`src/rtl/riscv_divider_if.sv`:
```
// AHB-Lite responder wrapping a 32-cycle restoring divider with operand, control,
// status and result registers; stalls result reads and rejects writes while busy.
module riscv_divider_if #(
  parameter int W_ADDR  = 32,
  parameter int W_DATA  = 32,
  parameter int W_BURST = 3
) (
  input  logic               HCLK,
  input  logic               HRESET,
  input  logic               sl_HSEL,
  input  logic               sl_HREADY,
  input  logic [1:0]         sl_HTRANS,
  input  logic [W_BURST-1:0] sl_HBURST,
  input  logic [2:0]         sl_HSIZE,
  input  logic [W_ADDR-1:0]  sl_HADDR,
  input  logic               sl_HWRITE,
  input  logic [W_DATA-1:0]  sl_HWDATA,
  output logic               out_sl_HREADY,
  output logic [1:0]         out_sl_HRESP,
  output logic [W_DATA-1:0]  out_sl_HRDATA
);

  localparam int CW = $clog2(W_DATA);

  typedef enum logic [1:0] {S_IDLE, S_CALC, S_FIN} state_e;

  typedef enum logic [2:0] {
    A_OPA = 3'd0, A_OPB = 3'd1, A_CTRL = 3'd2, A_STATUS = 3'd3,
    A_QUOT = 3'd4, A_REM = 3'd5
  } addr_e;

  state_e            state_q;
  logic [CW-1:0]     cnt_q;
  logic [W_DATA-1:0] opa_q, opb_q, quot_q, rem_q;
  logic [W_DATA-1:0] wq_q, wr_q, wb_q;
  logic              neg_q_q, neg_r_q;
  logic              busy_q, done_q, dbz_q;
  logic              dp_valid_q, dp_write_q, err_q;
  logic [2:0]        dp_addr_q;

  logic              accept, stall_rd, err_c1, wr_fire, rd_fire, start;
  logic [W_DATA:0]   trial;
  logic [W_DATA-1:0] rd_mux;
  logic              unused_ok;

  assign unused_ok = ^{sl_HBURST, sl_HSIZE, sl_HTRANS[0], sl_HADDR[W_ADDR-1:5], sl_HADDR[1:0]};

  assign accept   = sl_HSEL & sl_HTRANS[1] & sl_HREADY;
  assign stall_rd = dp_valid_q & ~dp_write_q & busy_q &
                    ((dp_addr_q == A_QUOT) | (dp_addr_q == A_REM));
  // First error cycle; the second is carried by err_q with the data phase already retired.
  assign err_c1   = dp_valid_q & dp_write_q & busy_q;
  assign wr_fire  = dp_valid_q & dp_write_q & ~busy_q;
  assign rd_fire  = dp_valid_q & ~dp_write_q & ~stall_rd;
  assign start    = wr_fire & (dp_addr_q == A_CTRL) & sl_HWDATA[0];

  assign out_sl_HREADY = ~(stall_rd | err_c1);
  assign out_sl_HRESP  = (err_c1 | err_q) ? 2'b01 : 2'b00;
  assign out_sl_HRDATA = rd_fire ? rd_mux : '0;

  // One restoring step: shift the next dividend bit in, subtract if it fits.
  assign trial = {wr_q, wq_q[W_DATA-1]} - {1'b0, wb_q};

  // NOTE: every signal assigned in always_comb gets a default first so no latch is inferred.
  always_comb begin
    rd_mux = '0;
    case (dp_addr_q)
      A_OPA:    rd_mux = opa_q;
      A_OPB:    rd_mux = opb_q;
      A_STATUS: rd_mux = {{(W_DATA-3){1'b0}}, dbz_q, done_q, busy_q};
      A_QUOT:   rd_mux = quot_q;
      A_REM:    rd_mux = rem_q;
      default:  rd_mux = '0;
    endcase
  end

  function automatic logic [W_DATA-1:0] mag(input logic [W_DATA-1:0] x, input logic sgn);
    return (sgn && x[W_DATA-1]) ? -x : x;
  endfunction

  // NOTE: sequential state uses non-blocking assignments so every flop samples pre-edge values.
  always_ff @(posedge HCLK or posedge HRESET) begin
    if (HRESET) begin
      dp_valid_q <= 1'b0;
      dp_write_q <= 1'b0;
      dp_addr_q  <= '0;
      err_q      <= 1'b0;
      opa_q      <= '0;
      opb_q      <= '0;
    end else begin
      if (err_c1) begin
        err_q      <= 1'b1;
        dp_valid_q <= 1'b0;
      end else if (out_sl_HREADY) begin
        err_q      <= 1'b0;
        dp_valid_q <= accept;
        dp_write_q <= sl_HWRITE;
        dp_addr_q  <= sl_HADDR[4:2];
      end
      if (wr_fire && dp_addr_q == A_OPA) opa_q <= sl_HWDATA;
      if (wr_fire && dp_addr_q == A_OPB) opb_q <= sl_HWDATA;
    end
  end

  always_ff @(posedge HCLK or posedge HRESET) begin
    if (HRESET) begin
      state_q <= S_IDLE;
      cnt_q   <= '0;
      wq_q    <= '0;
      wr_q    <= '0;
      wb_q    <= '0;
      neg_q_q <= 1'b0;
      neg_r_q <= 1'b0;
      quot_q  <= '0;
      rem_q   <= '0;
      busy_q  <= 1'b0;
      done_q  <= 1'b0;
      dbz_q   <= 1'b0;
    end else begin
      case (state_q)
        S_IDLE: begin
          if (start) begin
            busy_q <= 1'b1;
            done_q <= 1'b0;
            dbz_q  <= 1'b0;
            if (opb_q == '0) begin
              // Preload the divide-by-zero result so FIN handles both paths alike.
              state_q <= S_FIN;
              wq_q    <= '1;
              wr_q    <= opa_q;
              neg_q_q <= 1'b0;
              neg_r_q <= 1'b0;
            end else begin
              state_q <= S_CALC;
              cnt_q   <= '0;
              wq_q    <= mag(opa_q, sl_HWDATA[1]);
              wr_q    <= '0;
              wb_q    <= mag(opb_q, sl_HWDATA[1]);
              neg_q_q <= sl_HWDATA[1] & (opa_q[W_DATA-1] ^ opb_q[W_DATA-1]);
              neg_r_q <= sl_HWDATA[1] & opa_q[W_DATA-1];
            end
          end
        end
        S_CALC: begin
          if (!trial[W_DATA]) begin
            wr_q <= trial[W_DATA-1:0];
            wq_q <= {wq_q[W_DATA-2:0], 1'b1};
          end else begin
            wr_q <= {wr_q[W_DATA-2:0], wq_q[W_DATA-1]};
            wq_q <= {wq_q[W_DATA-2:0], 1'b0};
          end
          cnt_q <= cnt_q + 1'b1;
          if (cnt_q == CW'(W_DATA-1)) state_q <= S_FIN;
        end
        S_FIN: begin
          quot_q  <= neg_q_q ? -wq_q : wq_q;
          rem_q   <= neg_r_q ? -wr_q : wr_q;
          dbz_q   <= (opb_q == '0);
          done_q  <= 1'b1;
          busy_q  <= 1'b0;
          state_q <= S_IDLE;
        end
        default: state_q <= S_IDLE;
      endcase
    end
  end

endmodule

```
`config.mk`:
```
export PLATFORM = sky130hd
export DESIGN_NAME = riscv_divider_if
export DESIGN_NICKNAME = d
export VERILOG_FILES = /design/src/rtl/riscv_divider_if.sv
export SDC_FILE = /design/constraint.sdc
export NUM_CORES = 1
export LEC_CHECK = 0
export CORE_MARGIN = 5
export CORE_UTILIZATION = 59
export DETAILED_ROUTE_END_ITERATION = 10
export PLACE_DENSITY = 0.88
export REMOVE_ABC_BUFFERS = 1
export SYNTH_ARGS = -nofsm -noshare
export SYNTH_HDL_FRONTEND = slang
export SYNTH_SLANG_ARGS = --single-unit
```
`constraint.sdc`:
```
create_clock -name HCLK -period 14.8 [get_ports HCLK]
set_input_delay 1.48 -clock HCLK [delete_from_list [all_inputs] [get_ports HCLK]]
set_output_delay 1.48 -clock HCLK [all_outputs]
set_load 0.03 [all_outputs]
```
# After elaboration in Yosys (flattened, before gate mapping)

Index checks and enable logic that the tools add are counted.

Bits of input ports: 77
Register bits after elaboration: 242
Output and inout port bits: 35
Word-level logic and storage cells: 108

Multiplexer cells: 33
Eq/ne operators: 12
Reductions and logical operators: 16
Bitwise gates (word level): 23
Add/sub/neg operators: 6

Operators with widths:

| kind                | number |
|---|---|
| $mux 32             | 10 |
| $pmux 32 s5         | 1 |
| $neg 32->32         | 4 |
| $pmux 32 s2         | 2 |
| $sub 33x32->33      | 1 |
| $logic_not 32->1    | 1 |
| $and 1x1->1         | 13 |
| $mux 1              | 10 |
| $mux 5              | 2 |
| $pmux 5 s2          | 1 |
| $reduce_and 2->1    | 5 |
| $ne 2x2->1 const B  | 4 |
| $eq 3x2->1 const B  | 2 |
| $eq 3x3->1 const B  | 2 |
| $mux 2              | 3 |
| $not 1->1           | 6 |
| $pmux 1 s2          | 3 |
| $reduce_and 3->1    | 2 |
| $add 5x1->5 const B | 1 |
| $eq 5x5->1 const B  | 1 |
| $logic_and 1x1->1   | 4 |
| $pmux 2 s2          | 1 |
| $reduce_bool 2->1   | 2 |
| $eq 3x1->1 const B  | 1 |
| other kinds (6)     | 8 |

# Logic depth before layout (Yosys ltp)

Word-level depth: 7
Mapped depth: 14
Depth with buffers taken out: 12

# Worst setup path after synthesis

No wires, ideal clock.

Path kind: flip-flop to output port
Start: reg dp_addr_q[0]
End: out out_sl_HRDATA[26]
Cell stages (with the launch flop): 9
Path slack: 11.369 ns
Arrival time: 1.951 ns
Cells stage by stage: dfrtp_1 -> clkbuf_1 -> nor2_1 -> clkbuf_1 -> buf_1 -> a22oi_1 -> nor2_1 -> a21oi_1 -> nor2_1

Word-level cells in the longest chain between the ends: 6
Elaborated cells on any way between the ends: 11
Classes of those cells: 4 x eq/ne; 2 x mux; 4 x bitwise; 1 x reduce/logical

Ends and longest elaborated chain:

| item                     | line   | text |
|---|---|---|
| start: declaration       | 39     | `logic [2:0] dp_addr_q;` |
| start signal: assignment | 98     | `dp_addr_q <= sl_HADDR[4:2];` |
| $eq 3x3->1               | 50, 67 |  |
| $or 1x1->1               | 50     | `((dp_addr_q == A_QUOT) \| (dp_addr_q == A_REM));` |
| $and 1x1->1              | 49     | `assign stall_rd = dp_valid_q & ~dp_write_q & busy_q &` |
| $not 1->1                | 54     | `assign rd_fire = dp_valid_q & ~dp_write_q & ~stall_rd;` |
| $and 1x1->1              | 54     |  |
| $mux 32 (*)              | 59     | `assign out_sl_HRDATA = rd_fire ? rd_mux : '0;` |
| end: declaration         | 20     | `output logic [W_DATA-1:0] out_sl_HRDATA` |

Mark *: on every way between the ends. The rest lies on a longest branch, timed or not.

# Final worst setup path

Start: reg dp_addr_q[0]
End: out out_sl_HRDATA[14]

Same word-level chain as after synthesis.

==> flow_summary.json <==
{
  "synthCells": 1788,
  "clock-sinks": 242,
  "setup_slack_reg_to_reg_ns": 10.30,
  "synth_edf_count": 0,
  "cts_made_buffers": 26,
  "worstPathArrival_ns": 3.74,
  "comb_power_share": 0.256,
  "crit_path_max_incr_delay_ns": 0.72,
  "ys_types": 76,
  "fin_crit_sh": 0.353,
  "worstPathRequired_ns": 13.32,
  "hp-class": "reg2reg",
  "cts-root-to-sink-buffers": 3,
  "place_worst_setup_slack_ns": 10.29,
  "gr-usage-all-layers": 0.310,
  "tritoncts": "yes",
  "yosys.area.top_type": "dfrtp_1",
  "synth_top_cell_area_share": 0.390,
  "worst_r2r_endpoint": "wr_q[23]",
  "power.density_cell_area_nw_per_um2": 119,
  "rsz0062_at_grt": "no",
  "antenna_violating_nets_post_route": 0,
  "layout-area-overhead-vs-synth_pct": 11.5,
  "dp_hpwl_mm": 32.0,
  "drt-vias-per-instance": 6.62,
  "finClkSkew_ns": 0.0152,
  "design.die.area_um2": 29700,
  "core_area_um2": 26000,
  "num-nets-final": 1905,
  "first_global_vias": 13844,
  "post_synth.cell_area_avg_um2": 8.69,
  "path_clk_slew_ns": 0.06,
  "cap_violations": 0,
  "ys_warn_count": 0,
  "initial_antenna_violation_count": 1,
  "most_frequent_cell_on_the_critical_path": "buf_4",
  "die_x_um": 172,
  "syn-cell-area_um2": 15500,
  "crit_slowest_cell": "clkdlybuf4s50_1",
  "pin_count_of_the_biggest_net_entering_global_routing": 133,
  "die_y_um": 172,
  "remaining_drc_errors": 0,
  "cts_hold_buffers": 0,
  "slew_viol_final": 0,
  "setup.worst_path.start": "dp_addr_q[0]",
  "timing.critical_path.to": "out_sl_HRDATA[14]",
  "switching_share": 0.340,
  "port-buffer-count": 74,
  "power_leakage_nw": 7.51,
  "place.gp.congestion": 0.961,
  "slew_at_the_pin_closest_to_its_max_slew_limit_ns": 1.20,
  "ys_seq_area_frac": 0.390,
  "slew_headroom": 0.200,
  "final_layout_size_suffix_gt1_frac": 0.113,
  "finalSetupViolations": 0,
  "share_of_power_burned_in_the_clock_network": 0.340,
  "cts-resized-gates": 0,
  "endpoint_kind": "primary output",
  "layout.filler_cells": 1994,
  "synthTopCellsByArea": "dfrtp_1 (39%), mux2_2 (6.8%), a21oi_1 (5.3%), o21ai_0 (5.2%), nand2_1 (5.0%)",
  "synth_seq_cells": 242,
  "num_io_pins": 112,
  "switchingPower_mw": 0.702,
  "critPathMaxFanout": 38,
  "finalWirelength_mm": 46.0,
  "grt.overflow.total": 0,
  "timing.fmax_mhz": 192,
  "cts_htree_levels": 1,
  "crit_type": "reg2out",
  "cts_root_buf": "clkbuf_16",
  "cp_cell_sequence": "buf_4 -> nor2b_1 -> nor2b_2 -> buf_4 -> a21oi_1 -> nor2_1 -> clkdlybuf4s50_1",
  "ys_async_sr_fraction": 1.00,
  "vias": 14196,
  "pwr-share-seq": 0.404,
  "worstSetupStartpointType": "register",
  "setup_fix_buffers_added_after_clock_tree_synthesis": 0,
  "holdCritStartpoint": "rem_q[26]",
  "rr_worst_depth": 13,
  "wire_per_inst_um": 21.5,
  "prevailing_post_synth_register_cell": "dfrtp_1",
  "finalWorstPathRequiredPeriod_ns": 5.22,
  "cellInternalPower_mw": 1.36,
  "initialDrtViolationCount": 1687,
  "finalWorstSetupSlack_ns": 9.58,
  "result_of_the_run": "finished, final reports clean",
  "drt-pass1-iter-count": 7,
  "report.final.hold_viol_count": 0,
  "antenna-diode-count": 0,
  "worst_voltage_drop_across_the_vdd_grid_mv": 0.107,
  "initial_utilization": 0.598,
  "grt_pass1_wl_mm": 73.5,
  "total_negative_setup_slack_ns": 0,
  "num_rows": 59,
  "critical_path.reg2reg.startpoint": "wq_q[31]",
  "clock_network_latency_to_the_later_pin_of_the_worst_skew_pair_ns": 0.54
}
-- how the worst min path moves through the flow --
stage | end | slack (ns) | cells past startpoint
2_1_floorplan | rem_q[0] | 0.44 | 2
3_3_place_gp | rem_q[22] | 0.46 | 2
3_5_place_dp | rem_q[26] | 0.47 | 2
4_1_cts | rem_q[26] | 0.48 | 2
5_1_grt | quot_q[9] | 0.50 | 2
6_report | rem_q[26] | 0.48 | 2
-- registers in the layout, summed over array words and instances, names as in the netlist, 2 cells and up --
name,flops
state_q,2
quot_q,32
dp_addr_q,3
cnt_q,5
wq_q,32
rem_q,32
opb_q,32
wb_q,32
opa_q,32
wr_q,32
-- cell type report --
cell class | instances | area (um2) | share of cell area
multi-input cells | 1368 | 8810 | 0.509
flip-flops and latches | 242 | 6060 | 0.350
repair buffers | 94 | 891 | 0.0514
clock buffers | 33 | 738 | 0.0426
well taps | 335 | 419 | 0.0242
inverters | 57 | 221 | 0.0128
clock inverters | 15 | 185 | 0.0107
-- layout by cell type, fill, tap and decap left out, types with 17 or more instances in the layout --
cell type,instances
mux2_2,94
o21ai_0,161
inv_1,56
dfrtp_1,242
nand2_1,205
nand3_1,23
o31ai_1,32
xor2_1,86
xnor2_1,59
a21oi_1,163
clkdlybuf4s50_1,74
nor2_1,163
buf_4,20
clkbuf_16,27
a22oi_1,37
or3_1,20
ha_1,38
mux2i_1,20
a21o_1,22
nor3_1,17
-- metal layers --
metal  routed length, um  track usage  part of all wire
met5                   0            0                 0
met1               17500        0.405              0.38
met2               21200        0.505              0.46
met4                2960        0.154             0.064
met3                4270       0.0489             0.093
-- worst max-delay path: cells and delay by family, from the launching register on --
kind                   cells  cell delay [ns]
AOI/OAI and AO/OA          1             0.11
DFF                        1             0.35
buffers and inverters      3             1.58
and+or+nand+nor            3             1.13
-- Yosys cell counts (14+ instances only) --
library cell  number
a22oi_1           37
ha_1              38
nor2b_1           15
o21ai_1           14
mux2i_1           20
xor2_1            86
nor2_1           166
nand2_1          205
a21oi_1          163
o22ai_1           14
clkbuf_1          96
o31ai_1           32
nand2b_1          16
or3_1             20
mux2_2            94
a21o_1            22
nor3_1            17
xnor2_1           59
o21ai_0          161
nand3_1           23
dfrtp_1          242
inv_1             57
-- kinds of logic (layout without fill, tap and decap cells) --
family | after synthesis | after routing | synth area share
flip-flops | 242 | 242 | 0.390
other | 1 | 1 | 0.000241
AO/OA/AOI/OAI | 538 | 538 | 0.213
multiplexers | 115 | 115 | 0.0818
XOR/XNOR | 145 | 145 | 0.0818
buffers and inverters | 178 | 199 | 0.0457
AND/OR/NAND/NOR | 530 | 530 | 0.155
adder cells (fa/ha/maj) | 39 | 39 | 0.0319
-- power groups by stage --
stage	clock network (mW)	registers (mW)	logic (mW)
after CTS	0.706	0.827	0.521
after global placement	0	0.834	0.500
after detailed placement	0	0.839	0.517
final	0.702	0.835	0.529
after floorplan	0	0.805	0.391
after global routing	0.736	0.839	0.584
-- per-stage QoR --
| step | util | area (um2) | total power, mW | hold slack (ns) | instances |
|---|---|---|---|---|---|
| 2_1_floorplan | - | 15000 | 1.20 | 0.444 | 1667 |
| 3_3_place_gp | 0.631 | 16400 | 1.33 | 0.457 | 2096 |
| 3_5_place_dp | 0.631 | 16400 | 1.36 | 0.465 | 2096 |
| 4_1_cts | 0.666 | 17300 | 2.05 | 0.479 | 2144 |
| 5_1_grt | 0.666 | 17300 | 2.16 | 0.500 | 2144 |
| 6_report | 0.666 | 17300 | 2.07 | 0.476 | 2144 |
(Power assumes the default switching activity.)
==> variant 1 (same settings) <==
Re-encode `state_e` (3 states) as one-hot, 3 bits wide.
--- a/src/rtl/riscv_divider_if.sv
+++ b/src/rtl/riscv_divider_if.sv
@@ -22,7 +22,7 @@
 
   localparam int CW = $clog2(W_DATA);
 
-  typedef enum logic [1:0] {S_IDLE, S_CALC, S_FIN} state_e;
+  typedef enum logic [2:0] {S_IDLE = 3'b001, S_CALC = 3'b010, S_FIN = 3'b100} state_e;
 
   typedef enum logic [2:0] {
     A_OPA = 3'd0, A_OPB = 3'd1, A_CTRL = 3'd2, A_STATUS = 3'd3,
Formal check against the unedited RTL: same outputs for any inputs over 4 cycles, from zero or initial values and one cycle with HRESET high; so few cycles prove little.
==> variant 1 against the unedited design <==
  * Worst setup slack lost 0.098 ns
  * Register-to-register slack improved by 0.53 ns
  * First-iteration DRC count is 11% higher
  * Design area decreased by 1.5%
  * Non-clock buffer count decreased by 2
  * Sequential cell count grew 1
  * Wire length shrank 3.1%
  * Area after synthesis down 1.1%
  * Synthesized cell count decreased by 0.84%
  * Critical path depth is the same
Power is not compared: it rests on default switching activity, and its combinational part moved more than twofold at a synthesized area within 25%.
==> variant 1: results (changes against the unedited design) <==
| Metric | Value |
|---|---|
| GP Congestion | `0.907 (-5.7%)` |
| FILL cells | `1921 (-3.7%)` |
| Post-DR wirelength/cell | `21.0 um (-2.1%)` |
| Synth area leaders | `dfrtp_1 (39%), mux2_2 (7.0%), o21ai_0 (5.6%)` |
| Distinct cells, synth | `74 (-2.6%)` |
| Post-synth top cells | `dfrtp_1 (242), nand2_1 (223), o21ai_0 (173)` |
| Vias in the first global route | `13531 (-2.3%)` |
| Met2 wire length | `20100 um (-5.4%)` |
| Share of cells above drive strength 1 | `10.1% (-1.2 points)` |
| Initial drt markers | `1872 (+11%)` |
| Largest net degree at the start of global routing | `133 (unchanged)` |
| Routed wire length | `44600 um (-3.1%)` |
| Clock latency on the worst-skew pair | `0.53 ns` |
| Synth top area share | `39.4% (+0.44 points)` |
| Synth Instances | `1773 (-0.84%)` |
| Met3 routed WL | `4910 um (+15%)` |
| GRT met2 Usage | `46.7% (-3.8 points)` |
| Hpwl dp | `30300 um (-5.3%)` |
| Seq/Total Area, Yosys | `39.6% (+0.62 points)` |
| CP arrival | `3.84 ns (+0.10 ns)` |
| Placed cells | `2081 (-0.72%)` |
| Initial antenna violation count | `0 (-1)` |
| Pleak | `7.22 nW` |
| TritonRoute pass-1 iters | `9 (+2)` |
| Clock slew at reported path FFs | `0.06 ns (about the same)` |
| Slowest stage cell, crit path | `dfrtp_1` |
| Via density | `6.57 (-0.84%)` |
| Worst clock skew | `0.0165 ns (+0.00135 ns)` |
| Area post-placement | `16200 sq um (-1.0%)` |
| IO buf count | `74 (unchanged)` |
| Status | `completed` |
| CTS Buf Count | `25 (-3.8%)` |
| Synthesis Warnings | `0 (unchanged)` |
| Slew @ Worst Pin | `1.24 ns (+0.0433 ns)` |
| Met1 Routed Length | `17400 um (-0.66%)` |
| CP peak stage delay | `0.80 ns (+0.08 ns)` |
| Met3 usage in global routing | `4.78% (-0.11 points)` |
| Global-route wire length before repair | `71600 um (-2.6%)` |
| CP max FO | `26 (-32%)` |
| Final nets | `1889 (-0.84%)` |
| GRT Total Usage | `30.3% (-0.77 points)` |
| M1 GR Usage | `42.2% (+1.7 points)` |
variant 1: cell count changes after synthesis, sizes merged, moves of 13 or more:
| cell | before | now |
|---|---|---|
| a211oi | 6 | 30 |
| a21oi | 163 | 123 |
| a31oi | 10 | 24 |
| mux2i | 20 | 6 |
| nand2 | 206 | 223 |
| nand3 | 23 | 43 |
| nor2 | 167 | 144 |
| nor3 | 19 | 32 |
variant 1: worst paths after layout:
check | startpoint | end | slack, ns
setup / recovery | dp_addr_q[0] | out_sl_HRDATA[19] | 9.48
hold / removal | rem_q[1] | rem_q[1] | 0.48
setup reg to reg | wq_q[31] | wr_q[21] | 10.83
hold reg to reg | rem_q[1] | rem_q[1] | 0.48
max in group asynchronous | HRESET | wq_q[5] | 11.80
min in group asynchronous | HRESET | wr_q[5] | 1.46
variant 1: area by class of cell:
type	instances	area [sq um]	share of cell area (%)
clock buffer	34	719	4.22
tap	335	419	2.46
sequential	243	6080	35.7
timing repair buffer	92	876	5.13
inverter	57	221	1.30
clock inverter	7	115	0.675
multi-input combinational	1354	8630	50.6
variant 1: cells by family (layout without fill, tap and decap cells):
group                      after synthesis  after routing  synth area share (%)
AOI/OAI and AO/OA                      509            509                  20.1
xor gates and xnor gates               147            147                  8.38
adders and majority gates               39             39                  3.23
buffers and inverters                  176            190                  4.50
DFF                                    243            243                  39.6
muxes                                  102            102                  7.43
other                                    1              1                0.0244
and+or+nand+nor                        556            556                  16.7
variant 1: metrics by stage:
stage / hold slack (ns) / setup WS [ns]
global placement: 0.458 / 10.18
finish: 0.484 / 9.48
global route: 0.511 / 9.31
floorplan: 0.444 / 6.65
detailed placement: 0.469 / 10.12
CTS: 0.482 / 9.51
==> variant 2 (config.mk and constraints unchanged) <==
Made on the original files. Change the parameter `W_DATA` from 32 to 16.
--- a/src/rtl/riscv_divider_if.sv
+++ b/src/rtl/riscv_divider_if.sv
@@ -2,7 +2,7 @@
 // status and result registers; stalls result reads and rejects writes while busy.
 module riscv_divider_if #(
   parameter int W_ADDR  = 32,
-  parameter int W_DATA  = 32,
+  parameter int W_DATA  = 16,
   parameter int W_BURST = 3
 ) (
   input  logic               HCLK,
Ports: changed (resized out_sl_HRDATA and sl_HWDATA); port bits go from 112 to 80. No check against the original RTL was run, so the function may have changed too.
==> variant 2 against the unedited design <==
  * Wire length decreased by 53%
  * Design area decreased by 48%
  * Combinational power decreased by 8.3%
  * Global-route usage decreased by 3.5 points
  * Sequential cell count decreased by 113
  * Total power decreased by 29%
  * Non-clock buffer count decreased by 45
  * Maximum frequency increased by 11%
  * Worst setup slack improved by 0.50 ns
  * Area after synthesis decreased by 49%
==> variant 2: results (changes against the unedited design) <==
| Metric | Value |
|---|---|
| GRT Total Usage | `27.6% (-3.5 points)` |
| Share of cells above drive strength 1 | `12.6% (+1.3 points)` |
| Final nets | `943 (-50%)` |
| IO buf count | `42 (-43%)` |
| Slowest stage cell, crit path | `dfrtp_1` |
| Seq/Total Area, Yosys | `40.9% (+1.9 points)` |
| Initial drt markers | `867 (-49%)` |
| CTS Buf Count | `17 (-35%)` |
| Headroom to the max-slew limit | `23.7% (+3.7 points)` |
| Reg-to-reg slack, setup | `11.59 ns (+1.29 ns)` |
| Status | `completed` |
| Met2 wire length | `10100 um (-52%)` |
| CP peak stage delay | `0.74 ns (+0.02 ns)` |
| Vias in the first global route | `6602 (-52%)` |
| Distinct cells, synth | `71 (-6.6%)` |
| Routed vias | `6821 (-52%)` |
| CP max FO | `21 (-45%)` |
| Hpwl dp | `14100 um (-56%)` |
| Top_reg_cell synth | `dfrtp_1` |
| R2R depth | `7 (-6)` |
| FILL cells | `874 (-56%)` |
| Pleak | `4.00 nW (-47%)` |
| Global-route wire length before repair | `34700 um (-53%)` |
| Int Pwr | `935 uW (-31%)` |
| Critical Path Source | `dp_addr_q[2]` |
| Setup WS pre-CTS | `10.61 ns (+0.328 ns)` |
| CTS Buffer Depth | `2 (-1)` |
| Met1 Routed Length | `8640 um (-51%)` |
| Post-DR wirelength/cell | `20.6 um (-3.9%)` |
| Post-synth top cells | `dfrtp_1 (129), nand2_1 (123), o21ai_0 (59)` |
| Synth area leaders | `dfrtp_1 (41%), nand2_1 (5.9%), mux4_2 (4.6%)` |
| Worst clock skew | `0.00537 ns (-0.00980 ns)` |
| CP arrival | `3.24 ns (-0.50 ns)` |
| Initial antenna violation count | `0 (-1)` |
| Hold EP | `quot_q[12]` |
| Hold_sp | `quot_q[12]` |
| Worst hold slack | `0.488 ns (+0.0118 ns)` |
| H-tree Lvls | `4 (+3)` |
| Clock latency on the worst-skew pair | `0.43 ns (-0.11 ns)` |
-- variant 2: logic make-up (layout without fill, tap and decap cells) --
kind of cell	after synthesis	count (layout)	synth area share, %
muxes	62	62	11.0
other	1	1	0.0475
adders and majority gates	22	22	3.58
xor gates and xnor gates	69	69	7.66
AOI/OAI and AO/OA	219	219	16.8
and+or+nand+nor	257	257	15.7
buffers and inverters	78	114	4.25
DFF	129	129	40.9
-- variant 2: through the flow --
stage / total power [mW] / cells / area (sq um)
2_1_floorplan: 0.859 / 792 / 7680
3_3_place_gp: 0.977 / 1017 / 8390
3_5_place_dp: 0.997 / 1017 / 8390
4_1_cts: 1.46 / 1049 / 9030
5_1_grt: 1.55 / 1049 / 9030
6_report: 1.47 / 1049 / 9030
-- variant 2: cell type report --
class / instances / share of cell area, %
multi-input combinational: 630 / 48.1
sequential: 129 / 35.8
clock buffer: 22 / 5.36
timing repair buffer: 49 / 5.24
tap: 176 / 2.44
clock inverter: 10 / 1.72
inverter: 33 / 1.40
-- variant 2: how the worst max path moves through the flow --
stage / endpoint / slack, ns / cells after the start
after global routing: out_sl_HRDATA[6] / 9.88 / 5
after floorplan: busy_q / 9.88 / 1
after detailed placement: out_sl_HRDATA[6] / 10.61 / 5
final: out_sl_HRDATA[6] / 10.08 / 5
after global placement: out_sl_HRDATA[6] / 10.69 / 5
after CTS: out_sl_HRDATA[6] / 10.13 / 5
-- variant 2: routing by layer --
metal  GRT usage (%)  vias to the layer above
met5               0                        -
met4            11.7                        0
met3            5.67                       82
met2            43.2                      425
met1            37.6                     3308
li1                -                     3006
-- variant 2: critical path, delay by kind of cell, from the launching register on --
kind                   cells  cell delay, ns
AND/OR/NAND/NOR            3            1.14
flip-flops                 1            0.74
buffers and inverters      1            0.71
AO/OA/AOI/OAI              1            0.22
-- variant 2: power by group through the flow --
stage          logic (mW)  clock network, mW  registers (mW)
4_1_cts             0.478              0.451           0.531
2_1_floorplan       0.358                  0           0.501
5_1_grt             0.533              0.468           0.547
6_report            0.485              0.452           0.537
3_5_place_dp        0.464                  0           0.533
3_3_place_gp        0.448                  0           0.529
